### src/rtl/sva_seq_pkg.sv
// Shared types and stimulus tables for the three-phase implication sequencer.
package sva_seq_pkg;

  typedef enum logic [2:0] {
    IDLE,
    P_VAC,
    P_HOLD,
    P_VIOL,
    DONE
  } state_t;

  typedef enum logic [1:0] {
    RES_VAC,
    RES_PASS,
    RES_FAIL
  } result_t;

  // {ant, data} levels driven while in a given state
  function automatic logic [1:0] stim_levels(input state_t s);
    case (s)
      P_HOLD:  return 2'b10;
      P_VIOL:  return 2'b11;
      default: return 2'b00;
    endcase
  endfunction

  function automatic logic in_phase(input state_t s);
    return (s == P_VAC) || (s == P_HOLD) || (s == P_VIOL);
  endfunction

endpackage

### src/rtl/sva_impl_scorer.sv
// Scores one implication attempt per enabled cycle into saturating vacuous/pass/fail counters.
module sva_impl_scorer
  import sva_seq_pkg::*;
#(
  parameter int CW = 8
) (
  input  logic          clk,
  input  logic          rst,
  input  logic          clear,
  input  logic          en,
  input  logic          nonoverlap,
  input  logic          ant,
  input  logic          data,
  output logic          fail_pulse,
  output logic [CW-1:0] pass_cnt,
  output logic [CW-1:0] vac_cnt,
  output logic [CW-1:0] fail_cnt
);

  logic    prev_ant;
  logic    a_eff;
  result_t kind;

  function automatic logic [CW-1:0] sat_inc(input logic [CW-1:0] c);
    return (&c) ? c : c + CW'(1);
  endfunction

  // Non-overlapped scoring looks at the antecedent one cycle back
  always_comb begin
    a_eff = nonoverlap ? prev_ant : ant;
    if (!a_eff)
      kind = RES_VAC;
    else if (data)
      kind = RES_FAIL;
    else
      kind = RES_PASS;
  end

  always_ff @(posedge clk) begin
    if (rst || clear) begin
      prev_ant   <= 1'b0;
      fail_pulse <= 1'b0;
      pass_cnt   <= '0;
      vac_cnt    <= '0;
      fail_cnt   <= '0;
    end else begin
      fail_pulse <= en && (kind == RES_FAIL);
      if (en) begin
        prev_ant <= ant;
        case (kind)
          RES_VAC:  vac_cnt  <= sat_inc(vac_cnt);
          RES_PASS: pass_cnt <= sat_inc(pass_cnt);
          default:  fail_cnt <= sat_inc(fail_cnt);
        endcase
      end
    end
  end

endmodule

### src/rtl/sva_phase_sequencer.sv
// Three-phase (vacuous, hold, violation) stimulus FSM driving an implication scorer.
module sva_phase_sequencer
  import sva_seq_pkg::*;
#(
  parameter int CW = 8,
  parameter int LW = 8
) (
  input  logic          clk,
  input  logic          rst,
  input  logic          start,
  input  logic [LW-1:0] cfg_len,
  input  logic          cfg_nonoverlap,
  output logic          ant_o,
  output logic          data_o,
  output logic          busy,
  output logic          done,
  output logic          fail_pulse,
  output logic [CW-1:0] pass_cnt,
  output logic [CW-1:0] vac_cnt,
  output logic [CW-1:0] fail_cnt
);

  state_t        state;
  state_t        state_nxt;
  logic [LW-1:0] len_q;
  logic [LW-1:0] phase_cnt;
  logic [LW-1:0] phase_cnt_nxt;
  logic          nonoverlap_q;
  logic          accept;

  function automatic logic [LW-1:0] eff_len(input logic [LW-1:0] l);
    return (l == '0) ? LW'(1) : l;
  endfunction

  always_comb begin
    state_nxt     = state;
    phase_cnt_nxt = phase_cnt;
    accept        = 1'b0;
    case (state)
      IDLE: begin
        if (start) begin
          accept        = 1'b1;
          state_nxt     = P_VAC;
          phase_cnt_nxt = eff_len(cfg_len) - LW'(1);
        end
      end
      P_VAC, P_HOLD, P_VIOL: begin
        if (phase_cnt == '0) begin
          phase_cnt_nxt = len_q - LW'(1);
          case (state)
            P_VAC:   state_nxt = P_HOLD;
            P_HOLD:  state_nxt = P_VIOL;
            default: state_nxt = DONE;
          endcase
        end else begin
          phase_cnt_nxt = phase_cnt - LW'(1);
        end
      end
      default: state_nxt = IDLE;
    endcase
  end

  // Outputs are registered from the next state so a state's levels show in its first cycle
  always_ff @(posedge clk) begin
    if (rst) begin
      state        <= IDLE;
      phase_cnt    <= '0;
      len_q        <= '0;
      nonoverlap_q <= 1'b0;
      ant_o        <= 1'b0;
      data_o       <= 1'b0;
      busy         <= 1'b0;
      done         <= 1'b0;
    end else begin
      state             <= state_nxt;
      phase_cnt         <= phase_cnt_nxt;
      {ant_o, data_o}   <= stim_levels(state_nxt);
      busy              <= in_phase(state_nxt);
      done              <= (state_nxt == DONE);
      if (accept) begin
        len_q        <= eff_len(cfg_len);
        nonoverlap_q <= cfg_nonoverlap;
      end
    end
  end

  sva_impl_scorer #(
    .CW(CW)
  ) u_scorer (
    .clk       (clk),
    .rst       (rst),
    .clear     (accept),
    .en        (busy),
    .nonoverlap(nonoverlap_q),
    .ant       (ant_o),
    .data      (data_o),
    .fail_pulse(fail_pulse),
    .pass_cnt  (pass_cnt),
    .vac_cnt   (vac_cnt),
    .fail_cnt  (fail_cnt)
  );

endmodule

### config.mk
export PLATFORM = sky130hd
export DESIGN_NAME = sva_phase_sequencer
export DESIGN_NICKNAME = d
export VERILOG_FILES = /design/src/rtl/sva_seq_pkg.sv /design/src/rtl/sva_impl_scorer.sv /design/src/rtl/sva_phase_sequencer.sv
export SDC_FILE = /design/constraint.sdc
export NUM_CORES = 1
export LEC_CHECK = 0
export CORE_MARGIN = 3
export CORE_UTILIZATION = 45
export CTS_CLUSTER_DIAMETER = 150
export DETAILED_ROUTE_END_ITERATION = 7
export DONT_BUFFER_PORTS = 1
export SLEW_MARGIN = 15
export SYNTH_ARGS = -nofsm -noshare
export SYNTH_HDL_FRONTEND = slang
export SYNTH_HIERARCHICAL = 1
export SYNTH_SLANG_ARGS = --single-unit
### constraint.sdc
create_clock -name clk -period 3.4 [get_ports clk]
set_input_delay 0.17 -clock clk [delete_from_list [all_inputs] [get_ports clk]]
set_output_delay 0.17 -clock clk [all_outputs]
set_load 0.05 [all_outputs]
==> results of run 1 <==
==> area by class of cell <==
cell class,count,share of cell area [%]
Inverter,3,0.415
Clock inverter,1,1.11
Tap cell,70,3.23
Multi-Input combinational cell,217,51.7
Clock buffer,7,2.81
Sequential cell,50,36.9
Timing Repair Buffer,11,3.87
==> critical path: cells and delay by family (launching register included) <==
kind,cells,cell delay [ns]
flops,1,0.36
mux,1,0.24
simple gates,2,0.68
compound gates,3,1.16
==> power by group through the flow <==
stage,clock network (µW),logic [µW],registers (µW)
floorplan,0,209,677
global placement,0,249,679
detailed placement,0,251,679
CTS,426,264,665
global route,451,296,670
finish,411,265,665
==> flip-flops by register name, indices dropped and copies added, names as in the netlist <==
signal and count:
u_scorer/fail_pulse 1, state 3, ant_o 1, data_o 1
u_scorer/prev_ant 1, len_q 8, busy 1, nonoverlap_q 1
u_scorer/fail_cnt 8, done 1, phase_cnt 8, u_scorer/vac_cnt 8
u_scorer/pass_cnt 8
==> synth_stat cells, drive strengths merged (2+ instances only) <==
| master | n | share of area (%) |
|---|---|---|
| a211oi | 6 | 1.8 |
| a21oi | 29 | 5.9 |
| a221oi | 4 | 3.3 |
| a311oi | 3 | 1.1 |
| a31oi | 7 | 1.8 |
| and2 | 6 | 1.5 |
| and3 | 2 | 0.56 |
| and4 | 5 | 2.0 |
| and4b | 2 | 1.0 |
| buf | 4 | 1.6 |
| clkbuf | 7 | 1.1 |
| dfxtp | 50 | 40 |
| ha | 4 | 2.0 |
| inv | 3 | 0.45 |
| mux2i | 6 | 2.4 |
| nand2 | 34 | 5.1 |
| nand3 | 17 | 3.4 |
| nand4 | 4 | 1.0 |
| nor2 | 22 | 3.3 |
| nor3 | 6 | 1.2 |
| nor4 | 5 | 1.5 |
| o21a | 2 | 0.61 |
| o21ai | 8 | 1.6 |
| o31ai | 5 | 1.5 |
| o41ai | 2 | 0.71 |
| or2 | 2 | 0.51 |
| or3 | 8 | 2.1 |
| or4 | 6 | 1.8 |
| xnor2 | 3 | 1.1 |
| xor2 | 3 | 1.1 |
==> worst max-delay path by stage <==
stage	start	endpoint	slack (ns)	cells after the start
2_1_floorplan	state[2]	u_scorer/fail_pulse	1.27	8
6_report	state[1]	phase_cnt[7]	0.87	6
3_5_place_dp	state[1]	phase_cnt[7]	0.89	6
5_1_grt	state[1]	phase_cnt[7]	0.71	6
3_3_place_gp	state[1]	phase_cnt[7]	0.96	6
4_1_cts	state[1]	phase_cnt[7]	0.88	6
==> per-layer routing <==
metal / up-vias / share of wire (%)
met5: - / 0
met4: 0 / 1.0
met3: 6 / 4.2
met2: 36 / 48
met1: 985 / 47
li1: 1074 / -
==> through the flow <==
step           utilization, %  instances  hold slack, ns  worst slack, ns  power [µW]
6_report                 52.1        359          0.0433            0.866        1340
5_1_grt                  52.1        359          0.0426            0.713        1420
4_1_cts                  52.1        359          0.0262            0.884        1360
3_5_place_dp             48.3        342           0.247            0.888         930
3_3_place_gp             48.3        342           0.243            0.958         928
2_1_floorplan               -        281           0.254             1.27         886
==> cells by family (layout without fill, tap and decap cells) <==
kind of cell,Yosys count,in the layout
multiplexers,7,7
AO/OA/AOI/OAI,76,76
adder cells (fa/ha/maj),4,4
flip-flops,50,50
XOR/XNOR,6,6
buffers and inverters,14,22
AND/OR/NAND/NOR,124,124
==> metrics, run 1 <==
outcome=finished, final reports clean; Synth Area in XOR/XNOR=2.12%; clk_skew=0.00503 ns; EDFF count, synth=0; global route overflow=0; area of the multi-input gates=1400 µm²; worst hold path type=in2reg; starting density of the core=between 40 and 50%; #FFs+latches synth=50; Worst Path Arrival=2.74 ns; synth warn=6; FF+latch area=1000 µm²; Clock H-tree levels=2; final instance area=2710 µm²; Crit Reg-Reg Endpoint=phase_cnt[7]; mux cell area share after synthesis=slightly above 3%; root buffer cell=clkbuf_8; antenna cells=0; Post-Synth Simple-Gate Area=27.1%; CTS buffer count=5; setup tns final=0 ns; per-cell routed wire length=roughly 16 µm; CTS tree=built; area delta synth->final=9.44%; vias in the first global route=1945; slowest stage delay, CP=between 0.6 and 0.7 ns; antenna violations before repair=0; max-slew violation count=0; routing usage on met3=roughly 4.7%; R2R cell count=6; maxcap violations=0; critical-path cell list=o21bai_2 > mux2i_1 > a21boi_2 > nand4_1 > or4_1 > a311oi_1; Hold Crit Depth=2; Hold Fails Final Rpt=0; GRT met2 Usage=29.5%; nets=304; register area share after synthesis=40.4%; Compound-Gate Fraction of Synth Area=22.3%; DRT Wirelength=5570 µm; internal power=946 µW; syn_nets=just under 300; min cycle time layout=2.53 ns; core footprint=around 5200 µm²; Worst slew margin=between 40% and 50%; Req. time, crit path=3.61 ns; cts hold-fix bufs=9; critical path class=reg2reg; Final Cycle Share=74.5%; Top FF cell, synth=dfxtp_1; gpl congestion=between 0.8 and 0.9; combinational share of power=between 10% and 20%; DRT iter0 DRCs=between 40 and 50; num rows=26; largest family of logic cells by synthesized area=simple AND/OR/NAND/NOR gates; Filler cells=between 500 and 600; chip height=approximately 80 µm; Post-CTS Resized=0; layout cell share with drive strength beyond 1=9.00%; Net Sw Power=about 400 µW; Critical Path Source Type=flop; Top Ports=41; vias=roughly 2100; sequential power share=49.6%; hpwl dp=roughly 3900 µm; DIE AREA=6430 µm²; Clock Power Share=between 30 and 40%; most frequent cells in the layout=50 x dfxtp_1, 34 x nand2_1, 29 x a21oi_1; DRC viols=0; Leak=0.000955 µW; clk_lat worst skew=about 0.3 ns; CTS sink cnt=50; unrepaired setup endpoints after global routing=no; adder and majority cell fraction of the synthesized area=2.02%; worst reg2reg setup slack=0.87 ns; Peak Freq=about 0.39 GHz; Crit Reg-Reg Startpoint=state[1]; syn_area_per_cell=around 8.8 µm²; clk buf depth=2; DR vias/cell=5.85; First-pass DRT Iterations=4; clk slew on worst S/H paths=0.09 ns; GRT Util Overall=17.9%; PwrDens=slightly below 500 nW/µm²; met1 GRT Util=22.9%; placed inst area=2520 µm²; endpoint class of the critical path=flop; Least-Margin Pin Slew=0.773 ns; Final ANT Viol Nets=0; Worst Hold Endpoint=u_scorer/pass_cnt[4]; worst hold start=rst; sw frac=29.5%; worst vdd ir=about 0.24 mV; post-synthesis cell area=approximately 2500 µm²; Die Wd=80.2 µm; Synth async-reset ratio=0%; Critical Path Fanout Max=14; first-pass GRT wire length=a little over 9000 µm; # Post-CTS Setup Buffers=0; GRT busiest layer=met2; largest net degree at the start of global routing=23; final setup vio count=0; Synth Instances=281; worst-path cell with the longest stage delay=o21bai_2; port bufs=0; most common cell after layout, fill and taps aside=dfxtp_1; count of cell types in the netlist=54
No activity file was read; power rests on OpenSTA's default activity.
==> inputs of run 2 (changes only) <==
==> constraint.sdc (replaced) <==
create_clock -name clk -period 2.1 [get_ports clk]
set_input_delay 0.105 -clock clk [delete_from_list [all_inputs] [get_ports clk]]
set_output_delay 0.105 -clock clk [all_outputs]
set_load 0.05 [all_outputs]
==> run 2 against run 1 <==
The flow now finishes with violations (hold timing). Non-clock buffer count is 48 higher. First-iteration DRC count is 60% higher. Cell area is 18% higher.
==> metrics, run 2 (same netlist as run 1, synthesis figures left out) <==
antenna violations before repair=0 (unchanged); sw frac=29.2% (-0.22 points); core footprint=5200 µm² (unchanged); DRC viols=0 (unchanged); critical-path cell list=o21ba_4 > and4b_4 > a221oi_4 > nand4_1 > or4_1 > a311oi_1; clk_skew=0.00533 ns (+0.000300 ns); hpwl dp=4500 µm (+16%); fin util=61.7% (+9.6 points); sequential power share=43.8% (-5.8 points); Critical Path Source Type=flop; placed inst area=2880 µm² (+15%); root buffer cell=clkbuf_8; Worst Path Arrival=2.28 ns (-0.46 ns); num rows=26 (unchanged); Hold Fails Final Rpt=17 (+17); layout cell share with drive strength beyond 1=28.6% (+20 points); per-cell routed wire length=15.6 µm (+0.59%); Final Cycle Share=98.7% (+24 points); final setup vio count=0 (unchanged); critical path class=reg2reg; max-slew violation count=0 (unchanged); Net Sw Power=712 µW (+80%); slowest stage delay, CP=0.49 ns (-0.13 ns); maxcap violations=0 (unchanged); CP Buf/Inv Count=0 (unchanged); Worst slew margin=59.7% (+11 points); starting density of the core=47.6% (unchanged); CTS tree=built; DRT Wirelength=6330 µm (+14%); gpl congestion=0.881 (+3.5%); worst-path cell with the longest stage delay=or4_1; global route overflow=0 (unchanged); vias=2364 (+13%); antenna cells=0 (unchanged); DR vias/cell=5.82 (-0.51%); internal power=1720 µW (+82%); unrepaired setup endpoints after global routing=yes; DIE AREA=6430 µm² (unchanged); Leak=0.00125 µW (+30%); Die Wd=80.2 µm (unchanged); CP delay by family, top=simple AND/OR/NAND/NOR gates; Clock H-tree levels=2 (unchanged); Critical Path Fanout Max=5 (-9); GRT Util Overall=20.1% (+2.2 points); nets=352 (+16%); endpoint class of the critical path=flop; CTS buffer count=5 (unchanged); vias in the first global route=2215 (+14%); CTS sink cnt=50 (unchanged); outcome=finished with violations; Final ANT Viol Nets=0 (unchanged); chip height=80.2 µm (unchanged); failing checks=hold timing; worst hold path type=in2reg; most common cell after layout, fill and taps aside=buf_4; largest net degree at the start of global routing=26 (+13%); first-pass GRT wire length=10300 µm (+12%); most frequent cells in the layout=52 x buf_4, 45 x dfxtp_1, 33 x nand2_1; Top Ports=41 (unchanged); final instance area=3210 µm² (+18%); PwrDens=758 nW/µm² (+53%); Req. time, crit path=2.31 ns (-1.30 ns); Peak Freq=0.483 GHz (+22%); Clock Power Share=28.3% (-2.3 points); worst vdd ir=0.427 mV (+79%); First-pass DRT Iterations=5 (+1); Least-Margin Pin Slew=0.604 ns (-0.170 ns); DRT iter0 DRCs=75 (+60%); Filler cells=480 (-7.9%); area delta synth->final=29.6%; hold slack=-0.137 ns (-0.180 ns); min cycle time layout=2.07 ns (-0.461 ns); combinational share of power=27.8% (+8.0 points); clk buf depth=2 (unchanged); cts hold-fix bufs=5 (-4); clk_lat worst skew=0.30 ns (about the same); clk slew on worst S/H paths=0.08 ns (about the same); port bufs=0 (unchanged)
run 2: changes by cell type in the layout (fill, tap and decap cells not counted), sizes merged:
| cell | change |
|---|---|
| clkbuf | -1 |
| buf | +52 |
| dlygate4sd3 | -4 |
run 2: per-stage QoR:
step	hold WS, ns	setup slack (ns)	cells	setup TNS, ns	power (µW)
after floorplan	0.189	0.0183	281	0	1440
after global placement	0.178	0.0634	388	0	1620
after detailed placement	0.181	0.0159	388	0	1620
after CTS	-0.145	0.000183	404	0	2360
after global routing	-0.151	-0.0966	406	-0.133	2560
final	-0.137	0.0276	406	0	2430
run 2: routing by layer:
layer  share of wire, %  global-route usage (%)
met1                 43                    24.3
met2                 49                    34.0
met3                6.1                    5.04
met4                2.6                    7.43
met5                  0                       0
run 2: final timing paths:
check / from / end / slack (ns) / cells past startpoint
max: state[0] / phase_cnt[7] / 0.03 / 6
min: rst / phase_cnt[2] / -0.14 / 1
max reg2reg: state[0] / phase_cnt[7] / 0.03 / 6
min reg2reg: len_q[6] / len_q[6] / 0.46 / 2
run 2: area by class of cell:
class	count	area [µm²]	share of cell area, %
Clock inverter	1	30.0	0.935
Sequential cell	50	1010	31.4
Tap cell	70	87.6	2.73
Multi-Input combinational cell	217	1510	47.1
Clock buffer	6	82.6	2.57
Timing Repair Buffer	59	480	15.0
Inverter	3	11.3	0.351
run 2: power groups by stage:
stage               combinational (µW)  clock (µW)  sequential [µW]
global placement                   543           0             1080
detailed placement                 546           0             1080
global route                       737         745             1070
CTS                                593         713             1060
finish                             677         690             1070
floorplan                          341           0             1100
run 2: what timing repair did:
action	4_1_cts	5_1_grt
gates resized for setup	5	18
setup endpoints to repair	1	9
pin swaps	5	8
hold endpoints to repair	22	17
buffers inserted	4	2
